--- src/rtl/port_link.sv ---
`default_nettype none
// ============================================================================
//  Module      : port_link
//  Description : Single-word blocking channel between two neighbouring
//                compute nodes. A write completes only after the neighbour
//                has read the value; a read stalls until a value is present.
//                rd_data feeds the register file's input_val on port reads.
//
//  Ports       : clk       in   system clock, rising edge
//                reset     in   synchronous active-high reset (ignores clk_en)
//                clk_en    in   node step enable; state advances only when 1
//                wr_req    in   writer wants to send wr_data
//                wr_data   in   [WIDTH-1:0] value being sent
//                wr_stall  out  writer must hold its instruction
//                rd_req    in   reader wants a value
//                rd_data   out  [WIDTH-1:0] buffered value (registered)
//                rd_stall  out  reader must hold its instruction
//                full      out  debug: value buffered and not yet read
//
//  Revision    : 1.0  initial release
// ============================================================================
module port_link #(
    parameter int WIDTH = 11
) (
    input  logic             clk,
    input  logic             reset,
    input  logic             clk_en,
    input  logic             wr_req,
    input  logic [WIDTH-1:0] wr_data,
    output logic             wr_stall,
    input  logic             rd_req,
    output logic [WIDTH-1:0] rd_data,
    output logic             rd_stall,
    output logic             full
);

    // Transfer handshake states.
    //   IDLE : no value held, waiting for a writer
    //   FULL : value held, waiting for the reader
    //   DONE : reader has taken the value; writer completes this cycle
    localparam logic [1:0] c_S_IDLE = 2'd0;
    localparam logic [1:0] c_S_FULL = 2'd1;
    localparam logic [1:0] c_S_DONE = 2'd2;

    logic [1:0]       r_state;
    logic [1:0]       w_state_nxt;
    logic [WIDTH-1:0] r_buf;
    logic [WIDTH-1:0] w_buf_nxt;

    // ------------------------------------------------------------------
    // State and buffer registers. Reset wins over the step enable so a
    // node can be cleared even while it is frozen.
    // ------------------------------------------------------------------
    always_ff @(posedge clk) begin
        if (reset) begin
            r_state <= c_S_IDLE;
            r_buf   <= '0;
        end else if (clk_en) begin
            r_state <= w_state_nxt;
            r_buf   <= w_buf_nxt;
        end
    end

    // ------------------------------------------------------------------
    // Next-state logic.
    // ------------------------------------------------------------------
    always_comb begin
        w_state_nxt = r_state;
        w_buf_nxt   = r_buf;
        case (r_state)
            c_S_IDLE: begin
                if (wr_req) begin
                    w_buf_nxt   = wr_data;
                    w_state_nxt = c_S_FULL;
                end
            end
            c_S_FULL: begin
                // A writer dropping wr_req here is illegal but harmless:
                // the buffered value stays readable until consumed.
                if (rd_req) begin
                    w_state_nxt = c_S_DONE;
                end
            end
            c_S_DONE: begin
                w_state_nxt = c_S_IDLE;
            end
            default: begin
                // Unreachable encoding: recover to a clean empty channel.
                w_state_nxt = c_S_IDLE;
            end
        endcase
    end

    // ------------------------------------------------------------------
    // Outputs. The writer is released only in DONE, i.e. after the reader
    // has consumed the value; the reader is released only while FULL, so
    // there is no same-cycle bypass from wr_data to rd_data.
    // ------------------------------------------------------------------
    assign wr_stall = wr_req & (r_state != c_S_DONE);
    assign rd_stall = rd_req & (r_state != c_S_FULL);
    assign full     = (r_state == c_S_FULL);
    assign rd_data  = r_buf;

endmodule
`default_nettype wire
--- config.mk ---
export PLATFORM = sky130hd
export DESIGN_NAME = port_link
export DESIGN_NICKNAME = d
export VERILOG_FILES = /design/src/rtl/port_link.sv
export SDC_FILE = /design/constraint.sdc
export NUM_CORES = 1
export LEC_CHECK = 0
export ABC_AREA = 1
export CAP_MARGIN = 20
export CORE_MARGIN = 2
export CORE_UTILIZATION = 38
export DETAILED_ROUTE_END_ITERATION = 12
export PLACE_DENSITY = 0.77
export SLEW_MARGIN = 20
export SYNTH_ARGS = -nofsm -noshare
export SYNTH_HDL_FRONTEND = slang
export SYNTH_SLANG_ARGS = --single-unit
--- constraint.sdc ---
create_clock -name clk -period 1.4 [get_ports clk]
set_clock_uncertainty 0.15 [all_clocks]
set_input_delay 0.28 -clock clk [delete_from_list [all_inputs] [get_ports clk]]
set_output_delay 0.28 -clock clk [all_outputs]
set_load 0.02 [all_outputs]
### Yosys cells after proc, flatten, opt, wreduce, memory -nomap -nowiden

Cells that the tools add are included.
W data, S select, Z words.

| storage, ports and cells | value |
|---|---|
| latch bits | 0 |
| input port bits | 16 |
| memory bits (writable) | 0 |
| register bits after elaboration | 13 |
| bits in read-only memories | 0 |
| logic and storage cells | 15 |
| output and inout bits | 14 |
| memories | 0 |

| operators by class | value |
|---|---|
| eq/ne operators | 5 |
| shift-type cells | 0 |
| add/subtract/negate cells | 0 |
| $mul | 0 |
| mux-type cells | 3 |
| divide/modulo/power cells | 0 |
| reductions and logical operators | 3 |
| $lt $le $gt $ge | 0 |
| bitwise gates (word level) | 2 |

Operators by type and width:

| cell | count |
|---|---|
| $ne A2 B2 Y1 const B | 3 |
| $reduce_and A3 Y1 | 2 |
| $mux W2 | 2 |
| $pmux W2 S2 | 1 |
| $and A1 B1 Y1 | 2 |
| $eq A2 B1 Y1 const B | 1 |
| $logic_not A2 Y1 | 1 |
| $ne A2 B1 Y1 const B | 1 |

### Depth between registers and ports, before layout

| depth | value |
|---|---|
| depth after elaboration | 3 |
| gate-level depth with buffers | 6 |
| gate-level depth less buffers | 5 |

### Least setup slack after synthesis

OpenSTA, ideal clock, no wires.

| path | value |
|---|---|
| path kind | register to output |
| from | register r_state[0] |
| to | output rd_stall |
| required time | 0.970 ns |
| cell stages (with the launch flop) | 4 |
| buffers on the path | 0 |
| data arrival time | 0.950 ns |
| slack | 0.020 ns |
| cell sequence | dfxtp_1 > inv_2 > nor2_1 > nor2_1 |

| on the way | value |
|---|---|
| word-level cells in the longest chain between the ends | 2 |

Ends and longest elaborated chain:

| what | RTL line | source |
|---|---|---|
| start: declaration | 45 | `logic [1:0] r_state;` |
| start signal: assignment | 56 | `r_state <= c_S_IDLE;` |
| start signal: assignment | 59 | `r_state <= w_state_nxt;` |
| $ne A2 B1 Y1 | 100 | `assign rd_stall = rd_req & (r_state != c_S_FULL);` |
| $and A1 B1 Y1 | 100 |  |
| end: declaration | 33 | `output logic rd_stall,` |

Every way passes these cells.

### Worst setup path in the final report

Ends and elaborated chain as after synthesis.

==> metrics.txt <==
# TYPE chip_impl_metric gauge
chip_impl_info{name="outcome",value="completed"} 1
chip_impl_metric{name="finish.net_count",unit=""} 138
chip_impl_info{name="timing.setup.critical_path_class",value="reg -> out"} 1
chip_impl_metric{name="number_of_buffers_created_by_cts",unit=""} 3
chip_impl_info{name="most-common-layout-cells",value="24 x nor2_1, 13 x nand2_1, 13 x clkdlybuf4s50_1, 11 x nand3b_1, 11 x dfxtp_1"} 1
chip_impl_info{name="rr_startpoint",value="r_state[0]"} 1
chip_impl_metric{name="number_of_global_route_vias_before_repair",unit=""} 593
chip_impl_metric{name="clock-sinks",unit=""} 13
chip_impl_metric{name="synth.yosys.seq_area_share",unit=""} 0.424
chip_impl_metric{name="antenna_violations_before_repair",unit=""} 0
chip_impl_metric{name="leakage_power",unit="nW"} 0.465
chip_impl_metric{name="area_delta_synth_final",unit="%"} 60.1
chip_impl_metric{name="worst_slack",unit="ns"} 0.000956
chip_impl_metric{name="place.detailed.hpwl",unit="mm"} 1.05
chip_impl_metric{name="clkSlewWorstSetupHoldPaths",unit="ns"} 0.08
chip_impl_metric{name="die-height",unit="um"} 44.2
chip_impl_info{name="worst_setup_path_end_kind",value="primary output"} 1
chip_impl_metric{name="finalWeightedCongestion",unit=""} 0.738
chip_impl_metric{name="mean_instance_size_in_the_synthesized_netlist",unit="um2"} 7.40
chip_impl_metric{name="syn_area",unit="um2"} 614
chip_impl_metric{name="fp-row-count",unit=""} 14
chip_impl_metric{name="cts_buffer_depth",unit=""} 2
chip_impl_metric{name="die-width",unit="um"} 44.2
chip_impl_metric{name="numPlacedInstances",unit=""} 132
chip_impl_metric{name="dpl_worst_slack",unit="ns"} -0.654
chip_impl_metric{name="grt_pass1_wl",unit="mm"} 2.44
chip_impl_metric{name="largest_driver_fanout_on_the_critical_path",unit=""} 3
chip_impl_metric{name="arrival",unit="ns"} 0.97
chip_impl_info{name="min_from",value="rd_req"} 1
chip_impl_metric{name="worst_r2r_path_depth",unit=""} 7
chip_impl_metric{name="ant_nets",unit=""} 0
chip_impl_metric{name="via_cell_ratio",unit=""} 4.58
chip_impl_metric{name="drive_above_1_share",unit=""} 0.223
chip_impl_info{name="worst_setup_path_startpoint",value="r_state[0]"} 1
chip_impl_info{name="mostFrequentLayoutCell",value="nor2_1"} 1
chip_impl_metric{name="worst_slew_pin_slew",unit="ns"} 0.350
chip_impl_metric{name="post-route-min-period",unit="ns"} 1.40
chip_impl_metric{name="final_max_slew_viol_count",unit=""} 0
chip_impl_metric{name="crit_required",unit="ns"} 0.97
chip_impl_metric{name="worst-r2r-setup-slack",unit="ns"} 0.09
chip_impl_metric{name="ys_ff_latch",unit=""} 13
chip_impl_metric{name="max_cap_viol_count",unit=""} 0
chip_impl_info{name="unrepaired_setup_endpoints_after_global_routing",value="yes"} 1
chip_impl_metric{name="p_per_area",unit="mW/mm2"} 904
chip_impl_info{name="timing.critical_path.to",value="rd_stall"} 1
chip_impl_info{name="cts.root.buffer_cell",value="clkbuf_4"} 1
chip_impl_metric{name="floorplan.initialDensity",unit=""} 0.408
chip_impl_metric{name="clock_latency",unit="ns"} 0.27
chip_impl_info{name="hold_path.class",value="in -> reg"} 1
chip_impl_metric{name="drt-total-wl",unit="mm"} 1.49
chip_impl_metric{name="design.die.area",unit="mm2"} 0.00195
chip_impl_metric{name="grt.total_usage",unit=""} 0.168
chip_impl_metric{name="grt_max_degree",unit=""} 13
chip_impl_metric{name="ys.warnings.count",unit=""} 0
chip_impl_metric{name="slew_headroom",unit=""} 0.766
chip_impl_metric{name="max_freq",unit="MHz"} 715
chip_impl_metric{name="cts.htree.levels",unit=""} 1
chip_impl_metric{name="post_cts_hold_buffer_count",unit=""} 0
chip_impl_metric{name="num_antenna_cells",unit=""} 0
chip_impl_metric{name="placeableCoreArea",unit="mm2"} 0.00151
chip_impl_metric{name="globalRoute.totalOverflow",unit=""} 0
chip_impl_metric{name="finish.cell_count_without_fillers",unit=""} 137
chip_impl_metric{name="irDropWorstVdd",unit="V"} 0.000583
chip_impl_info{name="tritoncts_clock_tree",value="done"} 1
chip_impl_metric{name="report.final.hold_viol_count",unit=""} 0
chip_impl_metric{name="num_vias",unit=""} 628
chip_impl_metric{name="timing.final.crit_share",unit=""} 0.999
chip_impl_metric{name="number_of_buffers_inserted_by_port_buffering",unit=""} 29
chip_impl_info{name="rr_endpoint",value="rd_data[6]"} 1
chip_impl_metric{name="drt-pass1-iter-count",unit=""} 4
chip_impl_metric{name="netlist_instances",unit=""} 83
chip_impl_metric{name="boundaryPins",unit=""} 30
chip_impl_metric{name="synth.distinct_cells",unit=""} 16
chip_impl_metric{name="post_drt_wl_per_cell",unit="um"} 10.8
chip_impl_metric{name="route.detailed.drc",unit=""} 0
chip_impl_metric{name="first_iter_violations",unit=""} 10
chip_impl_metric{name="setup_viol_count_final",unit=""} 0
chip_impl_metric{name="fillers",unit=""} 141
chip_impl_info{name="worst_setup_path_start_kind",value="flip-flop"} 1
chip_impl_metric{name="p_total",unit="uW"} 889
chip_impl_metric{name="synth_nets",unit=""} 99
## synth_stat cells
cell type,number,area share
buf_6,1,0.018
dfxtp_1,13,0.42
inv_2,2,0.012
nor2_2,1,0.010
buf_4,2,0.024
a21oi_1,2,0.016
a21boi_0,1,0.012
inv_1,5,0.031
nor2_4,1,0.018
clkbuf_8,1,0.022
nand3_1,2,0.016
nand3b_1,11,0.13
o21ai_0,1,0.0081
nand2_1,13,0.079
nor2_1,25,0.15
nand2_2,2,0.020
## what timing repair did
action | in CTS | in global routing
endpoints found under the setup margin | 14 | 18
pin swaps | 1 | 0
hold endpoints to repair | 0 | 0
buffers inserted | 1 | 0
resized for setup | 34 | 12
## area by class of cell
class	instances	area, um2	area share
timing repair buffer	38	344	0.350
multi-input combinational	59	299	0.304
sequential	13	265	0.270
inverter	7	28.8	0.0293
clock buffer	4	26.3	0.0267
tap	16	20.0	0.0204
## worst max-delay path: stages, from the launching register on
cell	delay, ns
dfxtp_2	0.35
inv_4	0.05
nor2_4	0.09
nor2_1	0.06
buf_4	0.15
## sequential cells by signal, indices dropped and copies added (netlist names)
register / flops
r_state: 2
rd_data: 11
## metal layers
metal  global-route usage  routed length (um)  vias up
li1                     -                   -      335
met1                0.192                 652      272
met2                0.306                 728       21
met3               0.0490                 104        0
met4               0.0364                   0        0
met5                    0                   0        -
## power breakdown
part / internal (mW) / switching, mW
sequential: 0.396 / 0.0150
clock: 0.110 / 0.115
combinational: 0.127 / 0.127
total: 0.633 / 0.257
## how the worst min path moves through the flow
stage	end	slack (ns)	depth (start not counted)
after floorplan	r_state[0]	0.27	3
after global placement	rd_data[5]	0.31	2
after detailed placement	rd_data[8]	0.33	2
after CTS	r_state[1]	0.26	3
after global routing	r_state[1]	0.28	3
final	r_state[1]	0.26	3
## through the flow
| step | hold WS [ns] | setup TNS, ns | utilization | cell area (um2) |
|---|---|---|---|---|
| finish | 0.259 | 0 | 0.653 | 983 |
| detailed placement | 0.326 | -3.97 | 0.635 | 957 |
| global placement | 0.314 | -3.32 | 0.635 | 957 |
| floorplan | 0.275 | 0 | - | 614 |
| CTS | 0.257 | -0.0136 | 0.650 | 978 |
| global route | 0.278 | -0.0559 | 0.653 | 983 |
## cell families after synthesis
group / share of synthesized area
flip-flops: 0.424
AND/OR/NAND/NOR: 0.432
AO/OA/AOI/OAI: 0.0367
buffers and inverters: 0.108
(Power assumes the default switching activity.)
